$ cat src/rtl/bram36k_pkg.sv
// Shared constants, FSM state type and byte-parity helper for the BRAM36K readback engine.
package bram36k_pkg;
    localparam int BRAM36K_DEPTH = 1024;
    localparam int BRAM36K_AW    = 10;
    localparam int BRAM36K_DW    = 32;
    localparam int BRAM36K_PW    = 4;
    localparam int BRAM36K_LW    = BRAM36K_AW + 1;

    typedef enum logic [1:0] {IDLE, READ, DRAIN} bram36k_rd_state_t;

    // Even parity per byte: bit i is the XOR of data byte i.
    function automatic logic [BRAM36K_PW-1:0] bram36k_byte_par(input logic [BRAM36K_DW-1:0] d);
        logic [BRAM36K_PW-1:0] p;
        for (int i = 0; i < BRAM36K_PW; i++) p[i] = ^d[8*i +: 8];
        return p;
    endfunction
endpackage

$ cat src/rtl/bram36k_skid_fifo.sv
// Two-entry FIFO that owns the stream valid and payload registers; head entry drives the output.
module bram36k_skid_fifo
    import bram36k_pkg::*;
#(
    parameter int W = BRAM36K_DW + BRAM36K_PW
) (
    input  logic         clk,
    input  logic         rst_n,
    input  logic         push,
    input  logic [W-1:0] push_data,
    input  logic         pop,
    output logic [1:0]   count,
    output logic         out_valid,
    output logic [W-1:0] out_data
);
    logic [W-1:0] head_q, head_d, tail_q, tail_d;
    logic [1:0]   cnt_q, cnt_d;

    // Pop is only ever requested with a valid head, and push never arrives into a full FIFO.
    always_comb begin
        head_d = head_q;
        tail_d = tail_q;
        cnt_d  = cnt_q;
        case ({push, pop})
            2'b10: begin
                if (cnt_q == 2'd0) head_d = push_data;
                else               tail_d = push_data;
                cnt_d = cnt_q + 2'd1;
            end
            2'b01: begin
                head_d = tail_q;
                cnt_d  = cnt_q - 2'd1;
            end
            2'b11: begin
                if (cnt_q == 2'd2) begin
                    head_d = tail_q;
                    tail_d = push_data;
                end else begin
                    head_d = push_data;
                end
            end
            default: ;
        endcase
    end

    always_ff @(posedge clk or negedge rst_n) begin
        if (!rst_n) begin
            head_q <= '0;
            tail_q <= '0;
            cnt_q  <= 2'd0;
        end else begin
            head_q <= head_d;
            tail_q <= tail_d;
            cnt_q  <= cnt_d;
        end
    end

    assign count     = cnt_q;
    assign out_valid = (cnt_q != 2'd0);
    assign out_data  = head_q;
endmodule

$ cat src/rtl/bram36k_reader.sv
// Sequential wrap-around readback of a TDP_RAM36K port into a valid/ready stream.
// Define BRAM36K_READER_PARITY_CHECK_EN to enable the sticky per-byte parity checker.
module bram36k_reader
    import bram36k_pkg::*;
#(
    parameter int ADDR_LSB = 5
) (
    input  logic        CLK,
    input  logic        RESET_N,
    input  logic        START,
    input  logic [9:0]  BASE_ADDR,
    input  logic [10:0] LENGTH,
    output logic        BUSY,
    output logic        DONE,
    output logic        REN,
    output logic [14:0] ADDR,
    input  logic [31:0] RDATA,
    input  logic [3:0]  RPARITY,
    output logic [31:0] M_DATA,
    output logic [3:0]  M_PARITY,
    output logic        M_VALID,
    input  logic        M_READY,
    output logic        M_LAST,
    output logic        PARITY_ERR
);
    bram36k_rd_state_t       state_q, state_d;
    logic [BRAM36K_AW-1:0]   rd_addr_q, rd_addr_d;
    logic [BRAM36K_AW-1:0]   addr_out_q, addr_out_d;
    logic [BRAM36K_LW-1:0]   len_q, len_d;
    logic [BRAM36K_LW-1:0]   iss_cnt_q, iss_cnt_d;
    logic [BRAM36K_LW-1:0]   pop_cnt_q, pop_cnt_d;
    logic                    rd_pend_q, rd_pend_d;
    logic                    done_q, done_d;

    logic [1:0]              fifo_cnt;
    logic [1:0]              occ;
    logic                    pop;
    logic                    ren;
    logic [BRAM36K_AW-1:0]   word_addr;
    logic [BRAM36K_DW+BRAM36K_PW-1:0] fifo_dout;

    assign pop = M_VALID && M_READY;
    // Counting this cycle's pop lets a steady-state stream sustain one word per cycle.
    assign occ = 2'(rd_pend_q) + fifo_cnt - 2'(pop);
    assign ren = (state_q == READ) && (iss_cnt_q != len_q) && (occ < 2'd2);

    always_comb begin
        state_d    = state_q;
        rd_addr_d  = rd_addr_q;
        addr_out_d = addr_out_q;
        len_d      = len_q;
        iss_cnt_d  = iss_cnt_q;
        pop_cnt_d  = pop_cnt_q;
        rd_pend_d  = ren;
        done_d     = 1'b0;
        case (state_q)
            IDLE: begin
                if (START) begin
                    if (LENGTH != '0) begin
                        state_d   = READ;
                        rd_addr_d = BASE_ADDR;
                        len_d     = LENGTH;
                        iss_cnt_d = '0;
                        pop_cnt_d = '0;
                    end else begin
                        done_d = 1'b1;
                    end
                end
            end
            READ: begin
                if (ren) begin
                    addr_out_d = rd_addr_q;
                    rd_addr_d  = rd_addr_q + 1'b1;
                    iss_cnt_d  = iss_cnt_q + 1'b1;
                    if (iss_cnt_q + 1'b1 == len_q) state_d = DRAIN;
                end
            end
            DRAIN: begin
                if (pop && M_LAST) begin
                    done_d  = 1'b1;
                    state_d = IDLE;
                end
            end
            default: state_d = IDLE;
        endcase
        if (pop && state_q != IDLE) pop_cnt_d = pop_cnt_q + 1'b1;
    end

    always_ff @(posedge CLK or negedge RESET_N) begin
        if (!RESET_N) begin
            state_q    <= IDLE;
            rd_addr_q  <= '0;
            addr_out_q <= '0;
            len_q      <= '0;
            iss_cnt_q  <= '0;
            pop_cnt_q  <= '0;
            rd_pend_q  <= 1'b0;
            done_q     <= 1'b0;
        end else begin
            state_q    <= state_d;
            rd_addr_q  <= rd_addr_d;
            addr_out_q <= addr_out_d;
            len_q      <= len_d;
            iss_cnt_q  <= iss_cnt_d;
            pop_cnt_q  <= pop_cnt_d;
            rd_pend_q  <= rd_pend_d;
            done_q     <= done_d;
        end
    end

    bram36k_skid_fifo u_fifo (
        .clk       (CLK),
        .rst_n     (RESET_N),
        .push      (rd_pend_q),
        .push_data ({RPARITY, RDATA}),
        .pop       (pop),
        .count     (fifo_cnt),
        .out_valid (M_VALID),
        .out_data  (fifo_dout)
    );

    // The address bus shows the word being read, otherwise the last one read.
    assign word_addr = ren ? rd_addr_q : addr_out_q;
    assign ADDR      = 15'(word_addr) << ADDR_LSB;
    assign REN       = ren;
    assign BUSY      = (state_q != IDLE);
    assign DONE      = done_q;
    assign {M_PARITY, M_DATA} = fifo_dout;
    assign M_LAST    = M_VALID && (pop_cnt_q == len_q - 1'b1);

`ifdef BRAM36K_READER_PARITY_CHECK_EN
    logic perr_q, perr_d;

    always_comb begin
        perr_d = perr_q;
        if (state_q == IDLE && START)
            perr_d = 1'b0;
        else if (rd_pend_q && (bram36k_byte_par(RDATA) != RPARITY))
            perr_d = 1'b1;
    end

    always_ff @(posedge CLK or negedge RESET_N) begin
        if (!RESET_N) perr_q <= 1'b0;
        else          perr_q <= perr_d;
    end

    assign PARITY_ERR = perr_q;
`else
    assign PARITY_ERR = 1'b0;
`endif
endmodule

$ cat config.mk
export PLATFORM = sky130hd
export DESIGN_NAME = bram36k_reader
export DESIGN_NICKNAME = d
export VERILOG_FILES = /design/src/rtl/bram36k_pkg.sv /design/src/rtl/bram36k_skid_fifo.sv /design/src/rtl/bram36k_reader.sv
export SDC_FILE = /design/constraint.sdc
export NUM_CORES = 1
export LEC_CHECK = 0
export CAP_MARGIN = 10
export CORE_MARGIN = 8
export CORE_UTILIZATION = 58
export DETAILED_ROUTE_END_ITERATION = 16
export GPL_ROUTABILITY_DRIVEN = 0
export PLACE_DENSITY = 0.93
export SYNTH_ARGS = -nofsm -noshare
export SYNTH_HDL_FRONTEND = slang
export SYNTH_HIERARCHICAL = 1
export SYNTH_SLANG_ARGS = --single-unit
$ cat constraint.sdc
create_clock -name CLK -period 6.5 [get_ports CLK]
set_input_delay 1.3 -clock CLK [delete_from_list [all_inputs] [get_ports CLK]]
set_output_delay 1.3 -clock CLK [all_outputs]
set_load 0.05 [all_outputs]
* Yosys cells after proc, flatten, opt, wreduce, memory -nomap -nowiden
Cells that the tools add are included.
** Cells by class
- Add/sub/neg operators :: 8
- Equality and inequality tests :: 17
- Multiplexer cells :: 28
- Reduce and logical (&&, ||, !) cells :: 24
- $lt $le $gt $ge :: 1
** Operators by type and width (number)
- $mux W36 :: 4
- $pmux W36 S3 :: 1
- $pmux W36 S2 :: 1
- $mux W11 :: 5
- $mux W10 :: 4
- $add A11 B1 Y11 const B :: 2
- $eq A11 B11 Y1 :: 2
- $pmux W11 S2 :: 1
- $pmux W10 S2 :: 1
- $reduce_bool A2 Y1 :: 8
- $ne A11 B11 Y1 :: 1
- $reduce_bool A11 Y1 :: 1
- $sub A11 B1 Y11 const B :: 1
- $add A10 B1 Y10 const B :: 1
- $mux W2 :: 5
- $ne A2 B2 Y1 const B :: 5
- $reduce_and A3 Y1 :: 3
- $eq A2 B2 Y1 const B :: 4
- $logic_and A1 B1 Y1 :: 6
- $ne A2 B1 Y1 const B :: 3
- $pmux W2 S3 :: 1
- $reduce_and A5 Y1 :: 1
- $eq A2 B1 Y1 const B :: 2
- $logic_not A2 Y1 :: 2
- other kinds (11) :: 13
** Storage, ports and cells
- Logic and storage cells :: 89
- Register bits after elaboration :: 131

* Longest topological paths before layout
- Depth in word-level cells :: 7
- Mapped depth :: 14

* By module
The synthesis kept the hierarchy.
** By module, submodules not included
- bram36k_reader :: area each 3579.7 µm², sequential area each 1426.4 µm², instances 1, cells an instance 418
- bram36k_skid_fifo :: area each 3535.9 µm², sequential area each 1851.8 µm², instances 1, cells an instance 267

* Least setup slack after synthesis
OpenSTA, ideal clock, no wires.
- Path type :: in2out
- From :: input M_READY
- To :: output ADDR[11]
- Buffers on the path :: 1
- Arrival :: 3693 ps
- Stages :: 9
- Slack :: 1507 ps
- Path through :: nand2_1 inv_1 ha_1 nor2b_1 xnor2_1 nand2_1 or2_2 clkbuf_1 o21ai_0
** On the way
- Cells in the longest elaborated chain, start to end :: 5
** RTL lines
- start: declaration :: RTL line bram36k_reader.sv:22 : input logic M_READY,
- $logic_and A1 B1 Y1 :: RTL line bram36k_reader.sv:42 : assign pop = M_VALID && M_READY;
- via pop :: RTL line bram36k_reader.sv:37 : logic pop;
- $sub A2 B1 Y2 :: RTL line bram36k_reader.sv:44 : assign occ = 2'(rd_pend_q) + fifo_cnt - 2'(pop);
- $lt A2 B2 Y1 :: RTL line bram36k_reader.sv:45 : assign ren = (state_q == READ) && (iss_cnt_q != len_q) && (occ < 2'd2);
- $logic_and A1 B1 Y1 :: RTL line bram36k_reader.sv:45
- $mux W10
- end: declaration :: RTL line bram36k_reader.sv:16 : output logic [14:0] ADDR,
The timed path passes the listed nets, and every way through them passes these cells.

* Final worst setup path
- From :: input M_READY
- To :: output ADDR[14]
The elaborated chain is that of the path after synthesis.

==> flow_summary.rst <==
.. list-table::
   :header-rows: 1

   * - Metric
     - Value
   * - Run status
     - finished, final reports clean
   * - Final clock period utilization by the worst path
     - around 84%
   * - Critical setup path kind
     - input pin to output port
   * - Net count, final
     - between 800 and 900
   * - Number of cells on the worst reg-to-reg path
     - 11
   * - Rel. slew slack
     - about a third
   * - Number of top-level pins
     - 118
   * - DRT iter0 DRCs
     - approximately 710
   * - Clock insertion delay at the later pin of the skew report
     - 0.42 ns
   * - Critical Path Sink Type
     - output port
   * - Most area-consuming cells after synthesis
     - sky130_fd_sc_hd__dfrtp_1 46%, sky130_fd_sc_hd__mux2_4 6.3%, sky130_fd_sc_hd__o21ai_0 4.9%, sky130_fd_sc_hd__a311oi_1 4.4%, sky130_fd_sc_hd__a2bb2oi_1 4.2%
   * - Number of flops mapped to enable cells by yosys
     - 0
   * - Pin slew with the least headroom to its limit
     - 0.976 ns
   * - Flip-flop cell with the highest count after synthesis
     - sky130_fd_sc_hd__dfrtp_1
   * - Clock root buffer
     - sky130_fd_sc_hd__clkbuf_16
   * - Leak pwr
     - approximately 3.7 nW
   * - Sum of overflow across all layers after global routing
     - 0
   * - Die outline area
     - roughly 16,000 um^2
   * - Final-report hold violation count
     - 0
   * - Cell area after synthesis
     - 7120 um^2
   * - Vias in the first global route
     - roughly 6,200
   * - Tmin final
     - 5.48 ns
   * - Total number of H-tree levels
     - 4
   * - Tightest Hold Check Type
     - flop to flop
   * - Capturing point of the worst reg2reg path
     - addr_out_q[1]
   * - Std cell rows
     - 40
   * - RSZ-0062 raised after global routing
     - false
   * - Number of filler cells placed in the layout
     - approximately 800
   * - Register-to-Register Setup Slack
     - between 3 and 4 ns
   * - Critical path startpoint
     - M_READY
   * - Source of the worst register-to-register timing path
     - u_fifo/count[0]
   * - Area growth from synthesis to layout
     - 23.1%
   * - Timing endpoint of the critical path
     - ADDR[14]
   * - Total power draw
     - between 5 and 6 mW
   * - Setup tns final
     - 0 ns
   * - Hold-fix buffers at CTS
     - 0
   * - Antenna violation net count after detailed routing
     - 0
   * - Utilization of the core after routing
     - 72.9%
   * - Share of the yosys chip area belonging to registers
     - 46.1%
   * - Clock tree sinks
     - approximately 130
   * - Number of buffers added by the clock tree synthesis step
     - 17
   * - Most common cell in the netlist
     - sky130_fd_sc_hd__dfrtp_1
   * - Flops & latches, synth
     - about 130
   * - Arrival time of the worst setup path
     - 4.18 ns
   * - DIE WIDTH
     - between 100 and 150 um
   * - Number of max-slew violations in the final report
     - 0
   * - Library cells used by synthesis
     - between 60 and 70
   * - Number of design rule violations left after detail routing
     - 0
   * - Detailed-route vias per instance
     - around 6.4
   * - Ratio of total power to cell area
     - 668 nW/um^2
   * - Final Setup Violations
     - 0
   * - Element type at the critical path start
     - input pin
   * - Max Buffers Root-to-Sink
     - 2
   * - Instance count of the mapped netlist
     - 685
   * - Maximum number of pins on one net before global-route repair
     - between 70 and 80
   * - Post-Route WL
     - roughly 19,000 um
   * - Clock-pin transition on the worst setup and hold timing paths
     - approximately 0.050 ns
   * - Post-synthesis average cell area
     - just over 10 um^2
   * - Yosys top cell by area
     - sky130_fd_sc_hd__dfrtp_1
   * - Post-CTS Setup Bufs
     - 0
   * - Worst-path maximum fanout
     - 17
   * - Half-perimeter wire length of the detailed placement result
     - ~12,000 um
   * - Starting density of the core
     - about three fifths
   * - Area of the core
     - approximately 12,000 um^2
   * - Routed vias
     - approximately 6,000
   * - Area of the multi-input gates
     - between 3000 and 4000 um^2
   * - PostCTS Resize Cnt
     - 0
   * - Count of input and output buffers
     - about 110
   * - Ys async rst share
     - 100%
   * - Clock tree skew after final layout
     - 0.00564 ns
   * - Diodes inserted
     - 0
   * - Achievable Freq
     - between 150 and 200 MHz
   * - Area share of the largest cell type after synthesis
     - a little under half
   * - Layout cell share with drive strength beyond 1
     - between 10% and 20%
   * - Number of maximum-capacitance constraint violations
     - 0
   * - Synth top cells by count
     - 131 x sky130_fd_sc_hd__dfrtp_1, 73 x sky130_fd_sc_hd__nand2_1, 70 x sky130_fd_sc_hd__o21ai_0
   * - Overall die height
     - around 130 um
   * - Number of detailed-routing iterations run before antenna repair
     - 5
   * - CP Data Required Time
     - between 5 and 6 ns
   * - Yosys warns
     - 6
   * - Initial antenna violation count
     - 0
   * - Average wire per cell in the routed design
     - between 20 and 25 um
   * - Register area
     - around 3300 um^2
   * - Aggregate global-route resource usage
     - between 20% and 30%
   * - First-pass GRT wire length
     - about 31,000 um
   * - Clock tree from TritonCTS
     - built
   * - Maximum resistive drop on vdd
     - 0.776 mV
[worst max-delay path, cell delays in order]
cell and delay, ns:
sky130_fd_sc_hd__clkdlybuf4s50_1 0.47, sky130_fd_sc_hd__nand2_1 0.09, sky130_fd_sc_hd__inv_1 0.16, sky130_fd_sc_hd__ha_1 0.26, sky130_fd_sc_hd__nor2b_1 0.14, sky130_fd_sc_hd__xnor2_1 0.14
sky130_fd_sc_hd__nand2_1 0.10, sky130_fd_sc_hd__or2_2 0.42, sky130_fd_sc_hd__inv_1 0.49, sky130_fd_sc_hd__mux2_2 0.41, sky130_fd_sc_hd__buf_4 0.19
[metal layers]
metal	part of all wire [%]	track usage, %
met3	7.3	6.66
met2	49	39.8
met1	41	29.3
met5	0	0
met4	2.0	9.38
[stage by stage]
stage / hold WS (ns) / setup WS (ns) / area [um^2] / std cells
2_1_floorplan: 0.439 / 1.51 / 7130 / 690
6_report: 0.471 / 1.02 / 8760 / 929
5_1_grt: 0.506 / 0.823 / 8760 / 929
4_1_cts: 0.472 / 1.01 / 8760 / 929
3_5_place_dp: 0.460 / 1.02 / 8140 / 898
3_3_place_gp: 0.455 / 1.04 / 8140 / 898
[registers in the layout, indices dropped and copies added, names as in the netlist]
signal           cells
iss_cnt_q           11
u_fifo/count         2
len_q               11
pop_cnt_q           11
state_q              2
u_fifo/out_data     36
addr_out_q          10
DONE                 1
u_fifo/tail_q       36
rd_addr_q           10
rd_pend_q            1
[cell type report]
cell class              instances  share of cell area [%]
inverters                      13                   0.557
flip-flops and latches        131                    37.4
clock buffers                  22                    5.64
repair buffers                121                    13.3
multi-input cells             486                    39.6
well taps                     147                    2.10
clock inverters                 9                    1.44
[cell families (layout without fill, tap and decap cells)]
group | count (synthesis) | count (layout) | synth area share (%)
and+or+nand+nor | 183 | 183 | 12.7
DFF | 131 | 131 | 46.1
muxes | 55 | 55 | 10.3
xor gates and xnor gates | 39 | 39 | 4.80
buffers and inverters | 73 | 165 | 5.50
AOI/OAI and AO/OA | 194 | 194 | 19.0
adders and majority gates | 9 | 9 | 1.58
other | 1 | 6 | 0.0527
[placed cells by master (no fill, tap or decap), drive strengths merged, types with 9 or more instances in the layout]
| cell type | n |
|---|---|
| ha | 9 |
| nand4 | 10 |
| nor2 | 27 |
| a2bb2oi | 36 |
| clkbuf | 22 |
| nand2 | 73 |
| nor3 | 11 |
| dfrtp | 131 |
| clkdlybuf4s50 | 101 |
| o21ai | 71 |
| nand3 | 20 |
| xnor2 | 18 |
| a21oi | 20 |
| mux2 | 53 |
| inv | 13 |
| a311oi | 36 |
| xor2 | 21 |
| buf | 20 |
| nor4 | 9 |
[worst min path at each step]
stage / to / depth (start not counted) / from / slack [ns]
global placement: addr_out_q[6] / 2 / addr_out_q[6] / 0.46
CTS: addr_out_q[6] / 2 / addr_out_q[6] / 0.47
global route: DONE / 1 / state_q[0] / 0.51
floorplan: addr_out_q[2] / 2 / addr_out_q[2] / 0.44
detailed placement: addr_out_q[6] / 2 / addr_out_q[6] / 0.46
finish: addr_out_q[6] / 2 / addr_out_q[6] / 0.47
[report_power, final]
group	switching, mW	leakage (nW)	internal [mW]
sequential	0.342	1.56	1.20
combinational	1.96	1.82	1.35
clock	0.344	0.308	0.649
total	2.65	3.69	3.20
Power figures use the tool's default switching activity.
